`config.mk`:
```
export PLATFORM = sky130hd
export DESIGN_NAME = m_axis_rc_adapt_x4
export DESIGN_NICKNAME = d
export VERILOG_FILES = /design/src/rtl/m_axis_rc_adapt_x4.sv
export SDC_FILE = /design/constraint.sdc
export NUM_CORES = 1
export LEC_CHECK = 0
export BUFFER_PORTS_ARGS = -buffer_cell sky130_fd_sc_hd__buf_2
export CORE_MARGIN = 3
export CORE_UTILIZATION = 40
export DETAILED_ROUTE_END_ITERATION = 8
export GPL_TIMING_DRIVEN = 0
export PLACE_DENSITY_LB_ADDON = 0.15
export SLEW_MARGIN = 20
export SYNTH_ARGS = -nofsm -noshare
export SYNTH_HDL_FRONTEND = slang
export SYNTH_SLANG_ARGS = --single-unit
```
`constraint.sdc`:
```
create_clock -name user_clk -period 1.8 [get_ports user_clk]
set_input_delay 0.36 -clock user_clk [delete_from_list [all_inputs] [get_ports user_clk]]
set_output_delay 0.36 -clock user_clk [all_outputs]
set_load 0.05 [all_outputs]
```
`src/rtl/m_axis_rc_adapt_x4.sv`:
```
// RC-path adapter for the UltraScale+ x4 PHY: rebuilds RC descriptors into 3DW completion headers (128-bit).
// Optional feature: define RC_ADAPT_ERR_CNT_EN to add the rc_err_cnt saturating error-packet counter.
module m_axis_rc_adapt_x4 #(
    parameter int DATA_WIDTH     = 128,
    parameter int KEEP_WIDTH     = DATA_WIDTH / 8,
    parameter int RC_TUSER_WIDTH = 75
) (
    input  logic                      user_clk,
    input  logic                      user_reset,
    input  logic [DATA_WIDTH-1:0]     m_axis_rc_tdata,
    input  logic [3:0]                m_axis_rc_tkeep,
    input  logic                      m_axis_rc_tlast,
    input  logic [RC_TUSER_WIDTH-1:0] m_axis_rc_tuser,
    input  logic                      m_axis_rc_tvalid,
    output logic [21:0]               m_axis_rc_tready,
    output logic [DATA_WIDTH-1:0]     m_axis_rc_tdata_a,
    output logic [KEEP_WIDTH-1:0]     m_axis_rc_tkeep_a,
    output logic                      m_axis_rc_tlast_a,
    output logic [3:0]                m_axis_rc_tuser_a,
    output logic                      m_axis_rc_tvalid_a,
    input  logic                      m_axis_rc_tready_a,
    output logic                      rc_err_vld,
    output logic [3:0]                rc_err_code
`ifdef RC_ADAPT_ERR_CNT_EN
    ,
    output logic [15:0]               rc_err_cnt
`endif
);

    typedef enum logic [0:0] {
        ST_SOP  = 1'b0,
        ST_BODY = 1'b1
    } state_t;

    state_t state_q, state_d;

    logic [127:0] buf_data_q [2];
    logic [127:0] buf_data_d [2];
    logic [3:0]   buf_keep_q [2];
    logic [3:0]   buf_keep_d [2];
    logic [1:0]   buf_last_q, buf_last_d;
    logic [1:0]   buf_disc_q, buf_disc_d;
    logic         wr_ptr_q, wr_ptr_d;
    logic         rd_ptr_q, rd_ptr_d;
    logic [1:0]   count_q, count_d;
    logic         tready_q, tready_d;

    logic [127:0] tdata_a_q, tdata_a_d;
    logic [15:0]  tkeep_a_q, tkeep_a_d;
    logic         tlast_a_q, tlast_a_d;
    logic [3:0]   tuser_a_q, tuser_a_d;
    logic         tvalid_a_q, tvalid_a_d;
    logic         err_vld_q, err_vld_d;
    logic [3:0]   err_code_q, err_code_d;
    logic         disc_sticky_q, disc_sticky_d;
    logic         err_sticky_q, err_sticky_d;
`ifdef RC_ADAPT_ERR_CNT_EN
    logic [15:0]  err_cnt_q, err_cnt_d;
`endif

    logic         push_s, pop_s, out_ready_s, pkt_bad_s;
    logic [127:0] head_data_s;
    logic [3:0]   head_keep_s;
    logic         head_last_s, head_disc_s;
    logic [127:0] hdr_s;
    logic [15:0]  body_keep_s;
    logic         unused_tuser_s;

    // Descriptor fields of the beat at the head of the skid buffer.
    logic [11:0] lower_addr_s;
    logic [3:0]  desc_err_s;
    logic [12:0] byte_cnt_s;
    logic        locked_s;
    logic [10:0] dw_cnt_s;
    logic [2:0]  status_s;
    logic        poisoned_s;
    logic [15:0] req_id_s;
    logic [7:0]  tag_s;
    logic [15:0] cpl_id_s;
    logic [2:0]  tc_s;
    logic [2:0]  attr_s;

    assign head_data_s  = buf_data_q[rd_ptr_q];
    assign head_keep_s  = buf_keep_q[rd_ptr_q];
    assign head_last_s  = buf_last_q[rd_ptr_q];
    assign head_disc_s  = buf_disc_q[rd_ptr_q];

    assign lower_addr_s = head_data_s[11:0];
    assign desc_err_s   = head_data_s[15:12];
    assign byte_cnt_s   = head_data_s[28:16];
    assign locked_s     = head_data_s[29];
    assign dw_cnt_s     = head_data_s[42:32];
    assign status_s     = head_data_s[45:43];
    assign poisoned_s   = head_data_s[46];
    assign req_id_s     = head_data_s[63:48];
    assign tag_s        = head_data_s[71:64];
    assign cpl_id_s     = head_data_s[87:72];
    assign tc_s         = head_data_s[91:89];
    assign attr_s       = head_data_s[94:92];

    // Byte-count bit 12 is dropped; a 1024-DW completion wraps to length 0.
    assign hdr_s = {head_data_s[127:96],
                    req_id_s, tag_s, 1'b0, lower_addr_s[6:0],
                    cpl_id_s, status_s, 1'b0, byte_cnt_s[11:0],
                    (dw_cnt_s != 11'd0) ? 3'b010 : 3'b000,
                    locked_s ? 5'b01011 : 5'b01010,
                    1'b0, tc_s, 4'b0000, 1'b0, poisoned_s, attr_s[1:0], 2'b00, dw_cnt_s[9:0]};

    assign body_keep_s = {{4{head_keep_s[3]}}, {4{head_keep_s[2]}},
                          {4{head_keep_s[1]}}, {4{head_keep_s[0]}}};

    assign unused_tuser_s = ^{m_axis_rc_tuser[RC_TUSER_WIDTH-1:43], m_axis_rc_tuser[41:0]};

    // Next-state logic: skid buffer bookkeeping, header rebuild and output stage.
    always_comb begin
        push_s        = m_axis_rc_tvalid & tready_q;
        out_ready_s   = ~tvalid_a_q | m_axis_rc_tready_a;
        pop_s         = (count_q != 2'd0) & out_ready_s;
        pkt_bad_s     = 1'b0;

        buf_data_d    = buf_data_q;
        buf_keep_d    = buf_keep_q;
        buf_last_d    = buf_last_q;
        buf_disc_d    = buf_disc_q;
        wr_ptr_d      = wr_ptr_q;
        rd_ptr_d      = rd_ptr_q;
        state_d       = state_q;
        tdata_a_d     = tdata_a_q;
        tkeep_a_d     = tkeep_a_q;
        tlast_a_d     = tlast_a_q;
        tuser_a_d     = tuser_a_q;
        tvalid_a_d    = tvalid_a_q;
        err_vld_d     = 1'b0;
        err_code_d    = err_code_q;
        disc_sticky_d = disc_sticky_q;
        err_sticky_d  = err_sticky_q;

        if (push_s) begin
            buf_data_d[wr_ptr_q] = m_axis_rc_tdata;
            buf_keep_d[wr_ptr_q] = m_axis_rc_tkeep;
            buf_last_d[wr_ptr_q] = m_axis_rc_tlast;
            buf_disc_d[wr_ptr_q] = m_axis_rc_tuser[42];
            wr_ptr_d             = ~wr_ptr_q;
        end else begin
            wr_ptr_d = wr_ptr_q;
        end

        count_d  = count_q + {1'b0, push_s} - {1'b0, pop_s};
        // Ready is registered from the next occupancy so it never depends on tready_a within a cycle.
        tready_d = (count_d != 2'd2);

        if (pop_s) begin
            rd_ptr_d   = ~rd_ptr_q;
            tvalid_a_d = 1'b1;
            tlast_a_d  = head_last_s;
            state_d    = head_last_s ? ST_SOP : ST_BODY;
            case (state_q)
                ST_SOP: begin
                    tdata_a_d     = hdr_s;
                    tkeep_a_d     = (dw_cnt_s != 11'd0) ? 16'hFFFF : 16'h0FFF;
                    tuser_a_d     = {2'b00, head_last_s & head_disc_s, 1'b1};
                    err_vld_d     = (desc_err_s != 4'd0);
                    err_code_d    = (desc_err_s != 4'd0) ? desc_err_s : err_code_q;
                    disc_sticky_d = ~head_last_s & head_disc_s;
                    err_sticky_d  = ~head_last_s & (desc_err_s != 4'd0);
                    pkt_bad_s     = head_disc_s | (desc_err_s != 4'd0);
                end
                ST_BODY: begin
                    tdata_a_d     = head_data_s;
                    tkeep_a_d     = body_keep_s;
                    tuser_a_d     = {2'b00, head_last_s & (disc_sticky_q | head_disc_s), 1'b0};
                    disc_sticky_d = ~head_last_s & (disc_sticky_q | head_disc_s);
                    err_sticky_d  = ~head_last_s & err_sticky_q;
                    pkt_bad_s     = disc_sticky_q | head_disc_s | err_sticky_q;
                end
                default: begin
                    state_d = ST_SOP;
                end
            endcase
        end else if (m_axis_rc_tready_a) begin
            rd_ptr_d   = rd_ptr_q;
            tvalid_a_d = 1'b0;
        end else begin
            rd_ptr_d   = rd_ptr_q;
            tvalid_a_d = tvalid_a_q;
        end

`ifdef RC_ADAPT_ERR_CNT_EN
        if (pop_s && head_last_s && pkt_bad_s && (err_cnt_q != 16'hFFFF)) begin
            err_cnt_d = err_cnt_q + 16'd1;
        end else begin
            err_cnt_d = err_cnt_q;
        end
`endif
    end

    // State registers; reset flushes the buffer and drops any partial packet.
    always_ff @(posedge user_clk) begin
        if (user_reset) begin
            state_q       <= ST_SOP;
            buf_data_q[0] <= 128'd0;
            buf_data_q[1] <= 128'd0;
            buf_keep_q[0] <= 4'd0;
            buf_keep_q[1] <= 4'd0;
            buf_last_q    <= 2'd0;
            buf_disc_q    <= 2'd0;
            wr_ptr_q      <= 1'b0;
            rd_ptr_q      <= 1'b0;
            count_q       <= 2'd0;
            tready_q      <= 1'b0;
            tdata_a_q     <= 128'd0;
            tkeep_a_q     <= 16'd0;
            tlast_a_q     <= 1'b0;
            tuser_a_q     <= 4'd0;
            tvalid_a_q    <= 1'b0;
            err_vld_q     <= 1'b0;
            err_code_q    <= 4'd0;
            disc_sticky_q <= 1'b0;
            err_sticky_q  <= 1'b0;
`ifdef RC_ADAPT_ERR_CNT_EN
            err_cnt_q     <= 16'd0;
`endif
        end else begin
            state_q       <= state_d;
            buf_data_q    <= buf_data_d;
            buf_keep_q    <= buf_keep_d;
            buf_last_q    <= buf_last_d;
            buf_disc_q    <= buf_disc_d;
            wr_ptr_q      <= wr_ptr_d;
            rd_ptr_q      <= rd_ptr_d;
            count_q       <= count_d;
            tready_q      <= tready_d;
            tdata_a_q     <= tdata_a_d;
            tkeep_a_q     <= tkeep_a_d;
            tlast_a_q     <= tlast_a_d;
            tuser_a_q     <= tuser_a_d;
            tvalid_a_q    <= tvalid_a_d;
            err_vld_q     <= err_vld_d;
            err_code_q    <= err_code_d;
            disc_sticky_q <= disc_sticky_d;
            err_sticky_q  <= err_sticky_d;
`ifdef RC_ADAPT_ERR_CNT_EN
            err_cnt_q     <= err_cnt_d;
`endif
        end
    end

    assign m_axis_rc_tready   = {22{tready_q}};
    assign m_axis_rc_tdata_a  = tdata_a_q;
    assign m_axis_rc_tkeep_a  = tkeep_a_q;
    assign m_axis_rc_tlast_a  = tlast_a_q;
    assign m_axis_rc_tuser_a  = tuser_a_q;
    assign m_axis_rc_tvalid_a = tvalid_a_q;
    assign rc_err_vld         = err_vld_q;
    assign rc_err_code        = err_code_q;
`ifdef RC_ADAPT_ERR_CNT_EN
    assign rc_err_cnt         = err_cnt_q;
`endif

endmodule

```
==> results of run 1 <==
-- cell families after synthesis --
| kind of cell | Yosys count | share of synthesized area, % |
|---|---|---|
| AO/OA/AOI/OAI | 449 | 14.4 |
| AND/OR/NAND/NOR | 828 | 18.9 |
| buffers and inverters | 202 | 6.66 |
| other | 1 | 0.0220 |
| XOR/XNOR | 4 | 0.205 |
| flip-flops | 416 | 48.8 |
| multiplexers | 128 | 11.0 |
| adder cells (fa/ha/maj) | 1 | 0.0733 |
-- synth_stat cells (all sizes together) --
cell	instances
or3	2
mux2	21
nand3b	1
a2111oi	3
xor2	1
nand3	23
a311oi	5
xnor2	3
nand2	707
conb	1
mux4	46
o21ai	9
nor3	10
a211oi	38
a21oi	370
inv	1
ha	1
dfxtp	416
nor4	7
o211ai	13
mux2i	61
o21ba	1
a22oi	1
nor2b	10
or2	2
a211o	8
buf	117
and3	1
a221o	1
clkbuf	84
nor2	65
-- layout make-up --
cell class | instances | area, um^2
fill | 4037 | 20600
sequential | 416 | 8340
multi-input combinational | 1412 | 7800
timing repair buffer | 331 | 1860
clock buffer | 70 | 1370
buffer | 198 | 1260
tap | 539 | 674
clock inverter | 11 | 164
antenna | 5 | 12.5
inverter | 1 | 3.75
-- critical path: cells and delay by family (launching register included) --
family	cells	cell delay, ns
AOI/OAI and AO/OA	2	0.46
buffers and inverters	3	0.47
DFF	1	0.32
muxes	1	0.36
-- power breakdown --
part | internal (mW) | total [mW] | switching (mW) | leakage [nW]
Combinational | 5.00 | 15.3 | 10.3 | 4.14
Clock | 5.79 | 9.68 | 3.89 | 0.751
Sequential | 10.5 | 11.4 | 0.933 | 3.38
-- sequential cells by signal, indices dropped and copies added, names as in the netlist --
register	flops
m_axis_rc_tdata_a	128
rc_err_code	4
buf_last_q	2
m_axis_rc_tvalid_a	1
rc_err_vld	1
disc_sticky_q	1
m_axis_rc_tuser_a	2
m_axis_rc_tkeep_a	4
buf_data_q	256
buf_keep_q	8
tready_q	1
rd_ptr_q	1
count_q	2
m_axis_rc_tlast_a	1
state_q	1
wr_ptr_q	1
buf_disc_q	2
-- metrics by stage --
stage	TNS (ns)	cell area, um^2	utilization, %	total power, mW	hold WS (ns)
final	0	21500	51.1	36.4	0.0371
after global routing	-0.172	21500	51.1	37.7	0.0423
after CTS	0	21300	50.6	35.9	0.0105
after detailed placement	-146.11	19300	46.0	25.5	0.442
after global placement	-134.23	19300	46.0	25.4	0.438
after floorplan	-0.0700	17100	-	21.2	0.432
-- what timing repair did --
item | 4_1_cts | 5_1_grt
gates cloned | 0 | 1
pin swaps | 5 | 7
setup buffers | 13 | 6
endpoints found under the setup margin | 374 | 243
gates resized for setup | 92 | 58
hold endpoints to repair | 0 | 0
-- routing by layer --
metal | track usage, % | wire, um | share of wire (%) | vias up
met3 | 5.96 | 5710 | 8.5 | 160
met1 | 38.2 | 27800 | 42 | 7715
met2 | 45.8 | 30700 | 46 | 726
li1 | - | - | - | 7541
met4 | 11.4 | 2650 | 4.0 | 14
met5 | 0 | 82 | 0.12 | -
-- worst max-delay path by stage --
stage	endpoint	start	slack [ns]
4_1_cts	m_axis_rc_tready[5]	tready_q$_SDFF_PP0_	0.0002
2_1_floorplan	tready_q$_SDFF_PP0_	m_axis_rc_tvalid_a$_SDFFE_PP0P_	-0.07
6_report	m_axis_rc_tdata_a[60]$_SDFFE_PP0P_	rd_ptr_q$_SDFFE_PP0P_	0.02
3_5_place_dp	buf_data_q[183]$_SDFFE_PP0P_	tready_q$_SDFF_PP0_	-0.62
5_1_grt	tready_q$_SDFF_PP0_	m_axis_rc_tvalid_a$_SDFFE_PP0P_	-0.1
3_3_place_gp	buf_data_q[174]$_SDFFE_PP0P_	tready_q$_SDFF_PP0_	-0.54
==> reports/summary.txt, run 1 <==
Leakage: 8.27 nW
Worst reg2reg endpoint: m_axis_rc_tdata_a[60]$_SDFFE_PP0P_
IO Port Bufs: 311
Worst Hold Class: in -> reg
Clock buffer depth: 3
Worst-path cell chain: buf_6, buf_12, buf_8, mux2_4, o211ai_1, a21oi_1
Leading post-synthesis cells by cell area: dfxtp_1 49%, nand2_1 16%, a21oi_1 11%
Post-CTS Hold Buffers: 0
Synth Register Bits: 416
# DRC: 0
Root Buffer: clkbuf_16
Post-synthesis cell type with the largest combined area: dfxtp_1
Initial antenna violation count: 12
Mapped Cells: 2029
Hold path startpoint: m_axis_rc_tdata[28]
R2R Path Start: rd_ptr_q$_SDFFE_PP0P_
Worst path max stage delay: 0.36 ns
Warnings, synthesis: 0
Die area: 0.0452 mm^2
FP Rows: 75
Worst reg-to-reg setup slack: 0.02 ns
Slew HR: 35.1%
DP Wirelength: 48500 um
Synth top area share: 48.8%
Ports: 389
Max-cap viol count: 0
Die Y: 213 um
Crit Path Max Fanout: 10
Worst Clk Skew: 0.0185 ns
Routed vias: 16200
Share of layout cells above drive strength 1: 26.4%
DRT iter0 DRCs: 1525
Later-pin clock latency in the skew report: 0.57 ns
Worst-Margin Slew: 0.974 ns
Worst path arrival time: 2.18 ns
Most frequent cells in the layout: 706 x nand2_1, 408 x dfxtp_1, 370 x a21oi_1, 325 x buf_2, 78 x buf_4
Drt pass-1 iters: 5
Final nets: 2618
Crit share post-route: 98.8%
Worst Hold End: buf_data_q[28]$_SDFFE_PP0P_
RePlAce Congestion: 0.929
Drt total wl: 66900 um
Slowest cell on crit path: mux2_4
CP endpoint kind: flip-flop
Reg clk slew, reported paths: 0.06 ns
Min cycle time layout: 1.78 ns
Worst Reg-to-Reg Cells: 6
Max Clk Rate: 562 MHz
Synth unique cells: 38
Starting Density: 40.6%
Kind of critical path: reg -> reg
Final WS setup: 0.0212 ns
Area grow syn2layout: 25.9%
Vias in the first global route: 15500
TritonCTS Buffers: 45
Req. time, crit path: 2.21 ns
Most common cell after layout, fill and taps aside: nand2_1
Core box area: 0.0420 mm^2
Cell Count, Final, Fillers Out: 2983
Worst slack, placed: -0.620 ns
Final setup viols: 0
Max-slew violations: 0
Post-placement cell count: 2880
Depth of the worst hold-timing path: 3
Worst vdd ir: 1.25 mV
Gr usage total: 28.7%
Largest net degree at the start of global routing: 14
Antenna-violating nets left: 0
Outcome: complete, no violations
WL per Instance: 22.4 um
CP startpoint kind: flip-flop
Die Span X: 213 um
Avg Vias per Cell: 5.42
Syn avg cell area: 8.41 um^2
H-tree depth: 2
CTS sink count: 416
CTS tree: done
Post-synthesis sequential area ratio: 48.8%
Fin. Hold Viols: 0
First-pass GRT wire length: 96600 um
Power Density: 1690 mW/mm^2
RSZ-0062 raised after global routing: yes
Post-Syn Area: 0.0171 mm^2
Gr ovfl total: 0
(Power assumes the default switching activity.)
==> run 2: changes to the inputs <==
--- a/config.mk
+++ b/config.mk
@@ -5,10 +5,12 @@
 export SDC_FILE = /design/constraint.sdc
 export NUM_CORES = 1
 export LEC_CHECK = 0
+export ABC_CLOCK_PERIOD_IN_PS = 2200
 export BUFFER_PORTS_ARGS = -buffer_cell sky130_fd_sc_hd__buf_2
 export CORE_MARGIN = 3
 export CORE_UTILIZATION = 40
 export DETAILED_ROUTE_END_ITERATION = 8
+export GPL_ROUTABILITY_DRIVEN = 0
 export GPL_TIMING_DRIVEN = 0
 export PLACE_DENSITY_LB_ADDON = 0.15
 export SLEW_MARGIN = 20
==> constraint.sdc (replaced) <==
create_clock -name user_clk -period 2.2 [get_ports user_clk]
set_input_delay 0.44 -clock user_clk [delete_from_list [all_inputs] [get_ports user_clk]]
set_output_delay 0.44 -clock user_clk [all_outputs]
set_load 0.05 [all_outputs]
==> run 2 against run 1 <==
Effect of this change:
- sequential share of layout area rose by 1.1 points
- largest cell class unchanged
- final area fell by 2.9%
- combinational power fell by 25%
- wire length fell by 3.0%
- core utilization fell by 1.5 points
- clock-buffer cell count fell by 6
- non-clock buffer count fell by 17
- final cell count fell by 0.67%
- global-route usage fell by 0.73 points
- sequential cell count did not move
==> reports/summary.txt, run 2 (synthesis gave the netlist of run 1 again) <==
Outcome: complete, no violations
First-pass GRT wire length: 94600 um (-2.1%)
Max-slew violations: 0 (unchanged)
RSZ-0062 raised after global routing: no
Worst Clk Skew: 0.0230 ns (+0.00447 ns)
IO Port Bufs: 311 (unchanged)
Share of layout cells above drive strength 1: 23.5% (-2.9 points)
Drt total wl: 64900 um (-3.0%)
Req. time, crit path: 2.61 ns (+0.40 ns)
TritonCTS Buffers: 44 (-2.2%)
WL per Instance: 21.9 um (-2.3%)
FP Rows: 75 (unchanged)
Routed vias: 16100 (-0.46%)
Ports: 389 (unchanged)
Most common cell after layout, fill and taps aside: nand2_1
Depth of the worst hold-timing path: 3 (unchanged)
Max-cap viol count: 0 (unchanged)
Min cycle time layout: 2.14 ns (+0.363 ns)
CTS sink count: 416 (unchanged)
CP endpoint kind: flip-flop
Worst Hold End: buf_data_q[147]$_SDFFE_PP0P_
Worst path arrival time: 2.55 ns (+0.37 ns)
Largest Register: buf_data_q
Clock buffer depth: 3 (unchanged)
Gr usage total: 27.9% (-0.73 points)
Power Density: 1370 mW/mm^2 (-19%)
Die Span X: 213 um (unchanged)
Reg clk slew, reported paths: 0.06 ns (about the same)
Later-pin clock latency in the skew report: 0.58 ns (about the same)
Kind of critical path: reg -> reg
Worst reg2reg endpoint: m_axis_rc_tdata_a[61]$_SDFFE_PP0P_
Power Total: 28.7 mW (-21%)
Avg Vias per Cell: 5.43 (+0.21%)
Area grow syn2layout: 22.2%
Final nets: 2600 (-0.69%)
Worst Hold Class: in -> reg
Crit share post-route: 97.4% (-1.5 points)
CTS tree: done
Die area: 0.0452 mm^2 (unchanged)
H-tree depth: 2 (unchanged)
Slew HR: 23.5% (-12 points)
Post-CTS Hold Buffers: 0 (unchanged)
Crit Path Max Fanout: 10 (unchanged)
Final setup TNS: 0 ns (unchanged)
CP startpoint kind: flip-flop
Root Buffer: clkbuf_16
Antenna-violating nets left: 0 (unchanged)
Drt pass-1 iters: 5 (unchanged)
Worst Reg-to-Reg Cells: 8 (+2)
Most frequent cells in the layout: 707 x nand2_1, 415 x dfxtp_1, 370 x a21oi_1, 347 x buf_2, 92 x clkbuf_1
Final setup viols: 0 (unchanged)
Starting Density: 40.6% (unchanged)
Max Clk Rate: 467 MHz (-17%)
Worst-Margin Slew: 1.15 ns (+0.174 ns)
Initial antenna violation count: 8 (-4)
R2R Path Start: rd_ptr_q$_SDFFE_PP0P_
Leakage: 8.02 nW (-3.0%)
Die Y: 213 um (unchanged)
Hold path startpoint: m_axis_rc_tdata[19]
Largest register FFs: 256 (unchanged)
Vias in the first global route: 15600 (+0.86%)
Largest net degree at the start of global routing: 27 (+13)
Fin. Hold Viols: 0 (unchanged)
DRT iter0 DRCs: 1312 (-14%)
DP Wirelength: 48100 um (-0.87%)
Worst vdd ir: 0.872 mV (-30%)
Worst reg-to-reg setup slack: 0.06 ns (+0.04 ns)
Core box area: 0.0420 mm^2 (unchanged)
# DRC: 0 (unchanged)
Gr ovfl total: 0 (unchanged)
-- run 2: per-layer routing --
metal / vias to the layer above / global-route usage [%] / share of wire, %
met2: 682 / 45.3 / 46
met4: 10 / 11.2 / 4.1
met1: 7725 / 36.1 / 41
met3: 154 / 6.57 / 9.4
li1: 7511 / - / -
met5: - / 0 / 0.097
-- run 2: worst max-delay path: stages, from the launching register on --
cell	delay, ns
dfxtp_1	0.32
buf_6	0.14
buf_6	0.18
buf_6	0.19
buf_6	0.20
mux2i_1	0.52
nand2_1	0.11
o211ai_1	0.20
a21oi_1	0.11
-- run 2: cell type report --
class	instances	area [um^2]
well taps	539	674
clock inverters	16	218
fillers	4138	21200
plain buffers	201	1140
diodes	3	7.51
multi-input cells	1412	7630
repair buffers	311	1560
clock buffers	64	1310
inverters	1	3.75
flip-flops and latches	416	8330
-- run 2: where the power goes --
part           switching [mW]  internal [mW]  total (mW)
sequential              0.783           8.56        9.34
clock                    3.17           4.72        7.89
combinational            8.07           3.36        11.4
total                    12.0           16.6        28.7
-- run 2: worst max-delay path by stage --
stage / startpoint / to / cells after the start
floorplan: m_axis_rc_tvalid_a$_SDFFE_PP0P_ / tready_q$_SDFF_PP0_ / 9
global placement: tready_q$_SDFF_PP0_ / buf_data_q[184]$_SDFFE_PP0P_ / 6
detailed placement: tready_q$_SDFF_PP0_ / buf_data_q[187]$_SDFFE_PP0P_ / 6
CTS: m_axis_rc_tvalid_a$_SDFFE_PP0P_ / tready_q$_SDFF_PP0_ / 9
global route: m_axis_rc_tvalid_a$_SDFFE_PP0P_ / tready_q$_SDFF_PP0_ / 9
finish: rd_ptr_q$_SDFFE_PP0P_ / m_axis_rc_tdata_a[61]$_SDFFE_PP0P_ / 8
-- run 2: what timing repair did --
action                                 CTS  global route
gates resized for setup                  3             8
gates cloned                             0             0
setup endpoints to repair              292            60
endpoints found under the hold margin    0             0
setup buffers                            0             0
-- run 2: stage by stage --
stage	worst slack, ns	std cells	hold WS [ns]	instance area, um^2	util (%)
6_report	0.0579	2963	0.110	20900	49.6
5_1_grt	0.0230	2960	0.109	20900	49.6
4_1_cts	0.0199	2960	0.0954	20800	49.6
3_5_place_dp	-0.573	2880	0.443	19300	45.9
3_3_place_gp	-0.478	2880	0.438	19300	45.9
2_1_floorplan	0.0218	2030	0.432	17100	-
